### src/rtl/iob_cpu_bus_router.sv
// -----------------------------------------------------------------------------
// iob_cpu_bus_router
//
// Bridge from the PicoRV32 native memory interface (valid/ready) to N_SLAVES
// IOb slave channels (avalid/ready request, rvalid response). A single
// registered FSM accepts one CPU transaction at a time and routes it by the
// top SEL_W address bits. It returns the slave read data, or a generated
// acknowledge for writes, to the core with a one-cycle cpu_ready_o pulse.
//
// Flow: IDLE -> REQ -> (WAIT_R for reads) -> RESP -> IDLE.
// Out-of-range slave indices skip straight to RESP with rdata 0 and set the
// sticky err_o flag.
//
// Optional feature (macro IOB_CPU_ROUTER_TIMEOUT_EN):
//   A TIMEOUT_W counter runs while in REQ/WAIT_R. When it reaches
//   2^TIMEOUT_W-1 the transaction is abandoned: avalid drops, the core gets a
//   completion with rdata 0, and err_o is set. Without the macro the FSM waits
//   indefinitely and TIMEOUT_W is unused.
//
// Ports:
//   clk_i, rst_n_i  clock (rising edge), asynchronous active-low reset
//   cke_i           clock enable; all state holds while low
//   cpu_valid_i     core request valid
//   cpu_addr_i      byte address; top SEL_W bits select the slave
//   cpu_wdata_i     write data
//   cpu_wstrb_i     write strobes; all zero means read
//   cpu_rdata_o     read data, valid while cpu_ready_o is high
//   cpu_ready_o     one-cycle completion pulse
//   s_avalid_o      per-channel request valid (one-hot or zero)
//   s_addr_o        shared registered address
//   s_wdata_o       shared registered write data
//   s_wstrb_o       shared registered write strobes
//   s_ready_i       per-channel request accept
//   s_rvalid_i      per-channel read data valid
//   s_rdata_i       per-channel read data, channel k at [k*DATA_W +: DATA_W]
//   err_o           sticky error flag, cleared only by reset
// -----------------------------------------------------------------------------
module iob_cpu_bus_router #(
   parameter int  ADDR_W    = 32,
   parameter int  DATA_W    = 32,
   parameter int  N_SLAVES  = 4,
   parameter int  SEL_W     = 2,
   parameter int  TIMEOUT_W = 8,
   localparam int WSTRB_W   = DATA_W / 8
) (
   input  logic                         clk_i,
   input  logic                         rst_n_i,
   input  logic                         cke_i,

   input  logic                         cpu_valid_i,
   input  logic [ADDR_W-1:0]            cpu_addr_i,
   input  logic [DATA_W-1:0]            cpu_wdata_i,
   input  logic [WSTRB_W-1:0]           cpu_wstrb_i,
   output logic [DATA_W-1:0]            cpu_rdata_o,
   output logic                         cpu_ready_o,

   output logic [N_SLAVES-1:0]          s_avalid_o,
   output logic [ADDR_W-1:0]            s_addr_o,
   output logic [DATA_W-1:0]            s_wdata_o,
   output logic [WSTRB_W-1:0]           s_wstrb_o,
   input  logic [N_SLAVES-1:0]          s_ready_i,
   input  logic [N_SLAVES-1:0]          s_rvalid_i,
   input  logic [N_SLAVES*DATA_W-1:0]   s_rdata_i,

   output logic                         err_o
);

   typedef enum logic [1:0] {
      ST_IDLE,
      ST_REQ,
      ST_WAIT_R,
      ST_RESP
   } state_t;

   state_t              state_q;
   logic [N_SLAVES-1:0] sel_oh_q;    // registered slave select, one-hot

   logic [SEL_W-1:0]    sel_d;
   logic [N_SLAVES-1:0] sel_oh_d;
   logic                ready_hit;
   logic                rvalid_hit;
   logic                is_write;
   logic                to_hit;
   logic [DATA_W-1:0]   rdata_sel;

   // Slave index from the address MSBs. Shifting a single 1 by an index at or
   // beyond N_SLAVES pushes it out of the vector, so an all-zero one-hot
   // doubles as the out-of-range indication.
   assign sel_d    = cpu_addr_i[ADDR_W-1 -: SEL_W];
   assign sel_oh_d = N_SLAVES'(1) << sel_d;

   // In REQ s_avalid_o equals sel_oh_q, so masking with it ignores ready on
   // every other channel. rvalid is only honoured in WAIT_R by the FSM.
   assign ready_hit  = |(s_ready_i & s_avalid_o);
   assign rvalid_hit = |(s_rvalid_i & sel_oh_q);
   assign is_write   = |s_wstrb_o;

   always_comb begin
      // NOTE: every variable assigned in a combinational block gets a default
      // first, so no path leaves it unassigned and no latch is inferred.
      rdata_sel = '0;
      for (int k = 0; k < N_SLAVES; k++) begin
         if (sel_oh_q[k]) rdata_sel = s_rdata_i[k*DATA_W +: DATA_W];
      end
   end

`ifdef IOB_CPU_ROUTER_TIMEOUT_EN
   // All ones except the LSB: the value that becomes 2^TIMEOUT_W-1 on the
   // counting edge, so the abandon happens on that same edge.
   localparam logic [TIMEOUT_W-1:0] TO_LAST = ~TIMEOUT_W'(1);

   logic [TIMEOUT_W-1:0] to_cnt_q;

   // REQ is entered only from IDLE, so clearing in IDLE is the same as
   // clearing on REQ entry. RESP holds the value; it is never observed there.
   always_ff @(posedge clk_i or negedge rst_n_i) begin
      if (!rst_n_i) begin
         to_cnt_q <= '0;
      end else if (cke_i) begin
         if (state_q == ST_IDLE) begin
            to_cnt_q <= '0;
         end else if (state_q == ST_REQ || state_q == ST_WAIT_R) begin
            to_cnt_q <= to_cnt_q + TIMEOUT_W'(1);
         end
      end
   end

   assign to_hit = (state_q == ST_REQ || state_q == ST_WAIT_R) && (to_cnt_q == TO_LAST);
`else
   logic [TIMEOUT_W-1:0] unused_timeout_cnt;
   assign unused_timeout_cnt = '0;
   assign to_hit             = 1'b0;
`endif

   // Transaction FSM. Every output is a register written here, so there is no
   // combinational path from cpu_* to s_* or back to the core.
   always_ff @(posedge clk_i or negedge rst_n_i) begin
      if (!rst_n_i) begin
         state_q     <= ST_IDLE;
         sel_oh_q    <= '0;
         s_avalid_o  <= '0;
         s_addr_o    <= '0;
         s_wdata_o   <= '0;
         s_wstrb_o   <= '0;
         cpu_rdata_o <= '0;
         cpu_ready_o <= 1'b0;
         err_o       <= 1'b0;
      end else if (cke_i) begin
         // NOTE: sequential state uses non-blocking assignments so every
         // register samples the pre-edge values, independent of statement order.
         cpu_ready_o <= 1'b0;

         unique case (state_q)
            ST_IDLE: begin
               if (cpu_valid_i) begin
                  s_addr_o  <= cpu_addr_i;
                  s_wdata_o <= cpu_wdata_i;
                  s_wstrb_o <= cpu_wstrb_i;
                  sel_oh_q  <= sel_oh_d;
                  if (sel_oh_d == '0) begin
                     // No such slave: complete immediately with zero data.
                     cpu_rdata_o <= '0;
                     cpu_ready_o <= 1'b1;
                     err_o       <= 1'b1;
                     state_q     <= ST_RESP;
                  end else begin
                     s_avalid_o <= sel_oh_d;
                     state_q    <= ST_REQ;
                  end
               end
            end

            ST_REQ: begin
               // A normal accept wins over a timeout on the same edge.
               if (ready_hit) begin
                  s_avalid_o <= '0;
                  if (is_write) begin
                     cpu_rdata_o <= '0;
                     cpu_ready_o <= 1'b1;
                     state_q     <= ST_RESP;
                  end else begin
                     state_q <= ST_WAIT_R;
                  end
               end else if (to_hit) begin
                  s_avalid_o  <= '0;
                  cpu_rdata_o <= '0;
                  cpu_ready_o <= 1'b1;
                  err_o       <= 1'b1;
                  state_q     <= ST_RESP;
               end
            end

            ST_WAIT_R: begin
               if (rvalid_hit) begin
                  cpu_rdata_o <= rdata_sel;
                  cpu_ready_o <= 1'b1;
                  state_q     <= ST_RESP;
               end else if (to_hit) begin
                  cpu_rdata_o <= '0;
                  cpu_ready_o <= 1'b1;
                  err_o       <= 1'b1;
                  state_q     <= ST_RESP;
               end
            end

            ST_RESP: begin
               // cpu_ready_o falls through the default above.
               state_q <= ST_IDLE;
            end

            default: begin
               state_q <= ST_IDLE;
            end
         endcase
      end
   end

`ifndef SYNTHESIS
   a_avalid_onehot: assert property (@(posedge clk_i) disable iff (!rst_n_i)
      $onehot0(s_avalid_o));

   a_ready_pulse: assert property (@(posedge clk_i) disable iff (!rst_n_i)
      (cpu_ready_o && cke_i) |=> !cpu_ready_o);

   a_no_req_at_resp: assert property (@(posedge clk_i) disable iff (!rst_n_i)
      cpu_ready_o |-> (s_avalid_o == '0));
`endif

endmodule

### config.mk
export PLATFORM = sky130hd
export DESIGN_NAME = iob_cpu_bus_router
export DESIGN_NICKNAME = d
export VERILOG_FILES = /design/src/rtl/iob_cpu_bus_router.sv
export SDC_FILE = /design/constraint.sdc
export NUM_CORES = 1
export LEC_CHECK = 0
export BUFFER_PORTS_ARGS = -buffer_cell sky130_fd_sc_hd__buf_2
export CORE_AREA = 2 2 148 92
export CTS_BUF_LIST = sky130_fd_sc_hd__clkbuf_2
export CTS_CLUSTER_DIAMETER = 40
export DETAILED_ROUTE_END_ITERATION = 8
export DIE_AREA = 0 0 150 94
export PLACE_DENSITY_LB_ADDON = 0.15
export SYNTH_ARGS = -nofsm -noshare
export SYNTH_HDL_FRONTEND = slang
export SYNTH_SLANG_ARGS = --single-unit
### constraint.sdc
create_clock -name clk_i -period 2.2 [get_ports clk_i]
set_clock_uncertainty 0.1 [all_clocks]
set_input_delay 0.33 -clock clk_i [delete_from_list [all_inputs] [get_ports clk_i]]
set_output_delay 0.33 -clock clk_i [all_outputs]
set_load 0.03 [all_outputs]
Word-level counts from Yosys, hierarchy flattened
Index checks and enable logic that the tools add are counted.
Operators by class
  equal/unequal tests: 9
  shift-type cells: 1
  muxes and demuxes: 26
  bitwise operators: 2
  reduce and logical (&&, ||, !) cells: 12
Operators by type and width (number)
  $mux W32: 9
  $pmux W32 S3: 1
  $mux W4: 3
  $ne A2 B2 Y1 const B: 6
  $reduce_or A4 Y1: 3
  $and A4 B4 Y4: 2
  $mux W2: 4
  $pmux W2 S4: 1
  $pmux W4 S2: 1
  $reduce_and A4 Y1: 2
  $reduce_and A7 Y1: 1
  $mux W1: 6
  $reduce_and A5 Y1: 1
  $eq A2 B2 Y1 const B: 2
  $logic_not A4 Y1: 1
  $shl A1 B2 Y4 const A: 1
  $pmux W1 S3: 1
  $reduce_and A3 Y1: 1
  $reduce_bool A3 Y1: 1
  $eq A2 B1 Y1 const B: 1
  $logic_not A2 Y1: 1
  $reduce_bool A2 Y1: 1
Storage, ports and cells
  bits in registers: 112
  bits of input ports: 208
  logic and storage cells: 59

Longest topological paths before layout
Gate-level depths: netlist (run 1).
  word-level depth: 6
  mapped depth: 7
  gate-level depth less buffers: 6

Worst setup path before layout (run 1)
OpenSTA, ideal clock, no wires.
  path kind: flip-flop to flip-flop
  start: register state_q[1]
  end: register cpu_rdata_o[0]
  setup time: 0.125 ns
  arrival: 1.775 ns
  data required time: 1.975 ns
  path slack: 0.200 ns
  stages on the path, launching flop included: 8
  path buffers: 1
  cells stage by stage: dfrtp_1 inv_1 ha_1 inv_1 o311ai_4 nor3_4 buf_12 mux2_4
Between the ends
  word-level cells in the longest chain between the ends: 3
  elaborated cells on any way between the ends: 11
  those cells by class: eq/ne: 7; mux: 1; reduce/logical: 3
RTL lines
  from (decl): RTL line 75  | state_t state_q;
  from (signal assigned): RTL line 139  | state_q <= ST_IDLE;
  from (signal assigned): RTL line 165  | state_q <= ST_RESP;
  from (signal assigned): RTL line 168  | state_q <= ST_REQ;
  $eq A2 B1 Y1 (tied with other cells): RTL line 153  | unique case (state_q)
  $ne A2 B2 Y1 (no line) / $reduce_bool A3 Y1 (equally long branches)
  $reduce_and A7 Y1 (no line)
  to (signal assigned): RTL line 195  | cpu_rdata_o <= rdata_sel;
  to (decl): RTL line 54  | output logic [DATA_W-1:0] cpu_rdata_o,
Parallel ways exist; a longest one is shown, timed or not.
A chain may end at the register's enable or synchronous reset.

Worst setup path after layout (run 1)
  start: register state_q[1]
  end: register cpu_rdata_o[12]
Same word-level chain as after synthesis.

==> results of run 1 <==
[cell families (layout without fill, tap and decap cells)]
family | Yosys count | after routing | synth area share, %
compound gates | 114 | 114 | 15.1
fa+ha+maj | 5 | 5 | 1.07
buf+inv | 76 | 455 | 5.97
flops | 112 | 112 | 47.9
mux | 101 | 101 | 21.4
simple gates | 87 | 87 | 8.54
[power by group through the flow]
stage / combinational [W] / sequential, W / clock [W]
finish: 0.00627 / 0.00327 / 0.000989
global route: 0.00672 / 0.00336 / 0.00110
CTS: 0.00610 / 0.00326 / 0.00102
detailed placement: 0.00597 / 0.00330 / 0
global placement: 0.00586 / 0.00324 / 0
floorplan: 0.00293 / 0.00474 / 0
[layer usage]
metal,routed length (um),vias up,global-route usage [%]
met2,8840,193,44.0
met1,7420,2646,29.6
met3,1170,29,6.17
met5,0,-,0
li1,-,2519,-
met4,357,0,6.45
[critical path: stages, from the launching register on]
cell,delay (ns)
dfrtp_1,0.48
inv_1,0.10
ha_2,0.22
nand2b_1,0.16
o311ai_4,0.15
nor3_4,0.20
buf_4,0.18
buf_6,0.18
mux2_4,0.31
[worst max path at each step]
stage / slack (ns) / depth (start not counted) / endpoint / from
final: 0.02 / 8 / cpu_rdata_o[12]$_DFFE_PN0P_ / state_q[1]$_DFFE_PN0P_
after detailed placement: 0.06 / 7 / cpu_rdata_o[15]$_DFFE_PN0P_ / state_q[0]$_DFFE_PN0P_
after global routing: -0.07 / 8 / cpu_rdata_o[14]$_DFFE_PN0P_ / state_q[0]$_DFFE_PN0P_
after CTS: 0.01 / 7 / cpu_rdata_o[15]$_DFFE_PN0P_ / state_q[1]$_DFFE_PN0P_
after global placement: 0.15 / 7 / cpu_rdata_o[14]$_DFFE_PN0P_ / state_q[0]$_DFFE_PN0P_
after floorplan: 0.20 / 7 / cpu_rdata_o[0]$_DFFE_PN0P_ / state_q[1]$_DFFE_PN0P_
[synthesized netlist by cell type]
library cell	n
dfrtp_1	112
mux2_2	71
nand2_1	39
inv_1	36
nand3b_1	33
a21boi_0	32
a21oi_1	32
a221o_1	32
mux2_4	30
clkbuf_1	18
buf_2	12
buf_1	7
ha_1	5
nand2b_1	5
buf_12	3
o21ai_0	3
o2bb2ai_1	3
a22o_1	2
a22oi_1	2
nor2_1	2
nor3_1	2
a21o_1	1
a2bb2oi_1	1
and3_4	1
nand3_1	1
nor3_4	1
o2111ai_1	1
o21ai_4	1
o22a_1	1
o22ai_1	1
o311ai_4	1
o31ai_1	1
or2_2	1
or3_1	1
or4_4	1
[registers in the layout, summed over array words and instances, names as in the netlist]
signal,count
s_avalid_o,4
s_addr_o,32
state_q,2
cpu_ready_o,1
s_wstrb_o,4
cpu_rdata_o,32
sel_oh_q,4
s_wdata_o,32
err_o,1
[through the flow]
step | cell area [um2] | utilization [%] | worst slack, ns | TNS [ns] | hold WS [ns]
global placement | 7580 | 59.9 | 0.154 | 0 | 0.198
detailed placement | 7580 | 59.9 | 0.0590 | 0 | 0.209
global route | 8500 | 67.1 | -0.0680 | -1.22 | 0.0213
floorplan | 5850 | - | 0.200 | 0 | -0.0656
finish | 8500 | 67.1 | 0.0202 | 0 | 0.0655
CTS | 8410 | 66.5 | 0.0144 | 0 | 0.0137
[area by class of cell]
type	count	area [um2]	share of cell area, %
clock buffers	10	50.0	0.589
clock inverters	6	75.1	0.884
inverters	36	135	1.59
multi-input cells	307	2710	31.9
flip-flops and latches	112	2810	33.0
well taps	170	213	2.50
repair buffers	403	2510	29.5
[repair_timing]
| item | CTS | global route |
|---|---|---|
| hold buffers | 71 | 0 |
| gates resized for setup | 0 | 2 |
| setup buffers | 0 | 6 |
| hold endpoints to repair | 189 | 0 |
| endpoints found under the setup margin | 0 | 33 |
==> flow_summary.json, run 1 <==
{
  "synth_area_leaders": "dfrtp_1 48%, mux2_2 14%, mux2_4 7.7%",
  "ff2ff_setup_slack_ns": 0.02,
  "syn_inst": 495,
  "slew_headroom_pct": 56.2,
  "syn_avg_cell_area_um2": 11.8,
  "netlist-cell-type-count": 35,
  "cp_max_fo": 8,
  "viasPerCell": 5.16,
  "place_congestion": 0.862,
  "worstPathRequired_ns": 2.60,
  "synth-seq-cells": 112,
  "antenna_cells": 0,
  "final_nets": 1082,
  "firstDrtPassIters": 5,
  "h-tree-depth": 3,
  "dp_cells": 949,
  "cap_violations": 0,
  "antenna_found_initial": 0,
  "wl_per_cell_um": 17.0,
  "period_minus_slack_ns": 2.18,
  "synth_top_area_cell": "dfrtp_1",
  "drive_above_1_share_pct": 52.6,
  "syn2layout_area_growth_pct": 45.3,
  "critPathArrivalTime_ns": 2.58,
  "synthesis.area_um2": 5850,
  "hold_viol": 0,
  "grt_pass1_vias": 5550,
  "port_buffers": 313,
  "worstSetupPathType": "register to register",
  "clk_latency_ns": 0.59,
  "die_x_um": 150,
  "layout.cells.non_filler": 1044,
  "grt.total_usage_pct": 24.5,
  "drv_slew": 0,
  "r2r-start": "state_q[1]$_DFFE_PN0P_",
  "num_io_pins": 314,
  "r2r-end": "cpu_rdata_o[12]$_DFFE_PN0P_",
  "hpwl_um": 12500,
  "cts_sinks": 112,
  "drtAntennaViolNets": 0,
  "wl_um": 17800,
  "synth_top_area_share_pct": 47.9,
  "total_power_w": 0.0105,
  "cts-root-buf": "clkbuf_2",
  "internal-power_w": 0.00575,
  "tritoncts": "yes",
  "rows": 32,
  "grt_pass1_wl_um": 27200,
  "power.density_nw_per_um2": 1240,
  "fmax_mhz": 459,
  "p_clk_share_pct": 9.4,
  "seqPwrFrac_pct": 31.0,
  "pwr-share-comb_pct": 59.6,
  "power_leakage_nw": 4.30,
  "drc": 0,
  "die-area_um2": 14100,
  "initial_core_util_pct": 46.2,
  "tightest_slew_ns": 0.658,
  "core_um2": 12700,
  "drtIter0Drc": 274,
  "synth_seq_area_share_pct": 47.9,
  "cp-start-kind": "register",
  "grt_remaining_overflow": 0,
  "cts_buffer_depth": 2,
  "status": "complete, no violations",
  "nFillCells": 975,
  "irDropWorstVdd_v": 0.000840,
  "setup_viol": 0,
  "clkTransAtPathRegs_ns": 0.32,
  "r2r_cells": 8,
  "dieHeight_um": 94,
  "grt_max_degree": 66,
  "p_sw_share_pct": 45.4,
  "fin_crit_sh_pct": 99.1,
  "num_vias": 5387,
  "cts_buffers": 9,
  "worst_setup_path_end_kind": "register",
  "layout_common_cells": "312 x buf_2, 110 x dfrtp_1, 71 x mux2_2, 71 x dlygate4sd3_1, 39 x nand2_1",
  "hold_class": "input pin to async pin",
  "syn_nets": 708,
  "mostFrequentLayoutCell": "buf_2",
  "p_sw_w": 0.00478,
  "yosys_warnings": 0
}
Power figures use the tool's default switching activity.
==> inputs of run 2 (changes only) <==
CORE_AREA = 2 2 122 124   (was 2 2 148 92)
DIE_AREA = 0 0 124 126   (was 0 0 150 94)
==> run 2 against run 1 <==
Non-clock buffer count up 6; hold slack better by 0.026 ns; core utilization down 7.0 points; final cell count up 2.1%; highest routed layer unchanged.
==> flow_summary.json, run 2 (same netlist as run 1, synthesis figures left out) <==
{
  "drtIter0Drc": 130,
  "final_nets": 1089,
  "tightest_slew_ns": 0.489,
  "r2r_cells": 8,
  "dieHeight_um": 126,
  "mostFrequentLayoutCell": "buf_2",
  "cts_buffer_depth": 2,
  "slowest_delay_ns": 0.45,
  "r2r-start": "state_q[1]$_DFFE_PN0P_",
  "hold_viol": 0,
  "cts_buffers": 9,
  "hpwl_um": 13200,
  "slew_headroom_pct": 67.4,
  "cap_violations": 0,
  "wl_um": 19000,
  "grt_pass1_vias": 5738,
  "crit_chain": "inv_1 -> ha_2 -> inv_2 -> o311ai_4 -> nor3_4 -> buf_4 -> buf_12 -> mux2_4",
  "cts-root-buf": "clkbuf_2",
  "core_um2": 14300,
  "r2r-end": "cpu_rdata_o[25]$_DFFE_PN0P_",
  "port_buffers": 313,
  "place_congestion": 0.828,
  "grt_pass1_wl_um": 28300,
  "fin_hold_ws_ns": 0.0916,
  "firstDrtPassIters": 6,
  "h-tree-depth": 3,
  "num_io_pins": 314,
  "antenna_found_initial": 1,
  "critPathArrivalTime_ns": 2.47,
  "cp_max_fo": 15,
  "worstSetupPathType": "register to register",
  "setup_viol": 0,
  "crit_start": "state_q[1]$_DFFE_PN0P_",
  "clk_latency_ns": 0.57,
  "slowest_stage": "dfrtp_1",
  "irDropWorstVdd_v": 0.000804,
  "initial_core_util_pct": 40.9,
  "grt_remaining_overflow": 0,
  "grt.total_usage_pct": 23.5,
  "period_minus_slack_ns": 2.09,
  "drive_above_1_share_pct": 53.0,
  "grt_max_degree": 66,
  "worst_setup_path_end_kind": "register",
  "tritoncts": "yes",
  "drv_slew": 0,
  "power.density_nw_per_um2": 1250,
  "drc": 0,
  "hold_class": "input pin to register",
  "endpoint": "cpu_rdata_o[25]$_DFFE_PN0P_",
  "crit_buf_inv": 4,
  "wl_per_cell_um": 17.8,
  "cp-start-kind": "register",
  "power_leakage_nw": 4.33,
  "cp_top_family": "buffers and inverters",
  "fmax_mhz": 478,
  "grt_setup_unrepaired": "false",
  "num_vias": 5488,
  "rows": 44,
  "die-area_um2": 15600,
  "cp_num_cells": 8,
  "hp-start": "s_rdata_i[104]",
  "cts_sinks": 112,
  "drtAntennaViolNets": 0,
  "status": "complete, no violations",
  "reg_top3": "cpu_rdata_o: 32 flops, s_addr_o: 32 flops, s_wdata_o: 32 flops",
  "layout.cells.non_filler": 1066,
  "viasPerCell": 5.15,
  "tns_ns": 0,
  "syn2layout_area_growth_pct": 47.3,
  "dp_cells": 969,
  "fin_crit_sh_pct": 95.2,
  "layout_common_cells": "312 x buf_2, 109 x dfrtp_1, 73 x dlygate4sd3_1",
  "worstPathRequired_ns": 2.58,
  "die_x_um": 124,
  "clkTransAtPathRegs_ns": 0.28,
  "ff2ff_setup_slack_ns": 0.11
}
## run 2: per-layer routing
metal  GRT usage [%]  routed length, um  up-vias
met5               0                  0        -
met4            8.59                495        0
met3            6.20               1590       38
met2            42.0               9560      238
met1            26.5               7360     2683
li1                -                  -     2529
## run 2: final cells by class
type | instances | area [um2]
inverters | 36 | 135
diodes | 1 | 2.50
fillers | 1196 | 5700
flip-flops and latches | 112 | 2810
clock inverters | 7 | 68.8
well taps | 184 | 230
repair buffers | 409 | 2580
clock buffers | 9 | 45.0
multi-input cells | 308 | 2750
## run 2: through the flow
stage / setup WS [ns] / util (%) / cell area, um2 / power [W]
floorplan: 0.200 / - / 5850 / 0.00767
global placement: 0.133 / 53.5 / 7650 / 0.00929
detailed placement: 0.00938 / 53.5 / 7650 / 0.00946
CTS: 0.0405 / 59.9 / 8570 / 0.0107
global route: 0.0115 / 60.2 / 8610 / 0.0114
finish: 0.107 / 60.2 / 8610 / 0.0107
## run 2: worst min path at each step
stage / endpoint / depth (start not counted)
final: cpu_rdata_o[8]$_DFFE_PN0P_ / 4
after global routing: cpu_rdata_o[8]$_DFFE_PN0P_ / 4
after CTS: cpu_rdata_o[5]$_DFFE_PN0P_ / 4
after detailed placement: cpu_rdata_o[28]$_DFFE_PN0P_ / 1
after global placement: cpu_rdata_o[30]$_DFFE_PN0P_ / 1
after floorplan: cpu_rdata_o[0]$_DFFE_PN0P_ / 0
## run 2: report_power, final
| group | switching (W) | total, W | internal, W | leakage, nW |
|---|---|---|---|---|
| Sequential | 0.000462 | 0.00330 | 0.00284 | 1.41 |
| Combinational | 0.00374 | 0.00648 | 0.00275 | 2.85 |
| Clock | 0.000680 | 0.000945 | 0.000265 | 0.0717 |
## run 2: worst reg2reg max path, stage by stage (launching register included)
cell and delay (ns):
dfrtp_1 0.45, inv_1 0.14, ha_2 0.23, inv_2 0.08, o311ai_4 0.31, nor3_4 0.08, buf_4 0.16, buf_12 0.15
mux2_4 0.31
## run 2: timing repair
item / 4_1_cts / 5_1_grt
setup buffers: 4 / 1
cloned: 1 / 1
setup endpoints to repair: 16 / 32
hold buffers: 73 / 0
pin swaps: 1 / 3
endpoints found under the hold margin: 190 / 0
gates resized for setup: 3 / 4
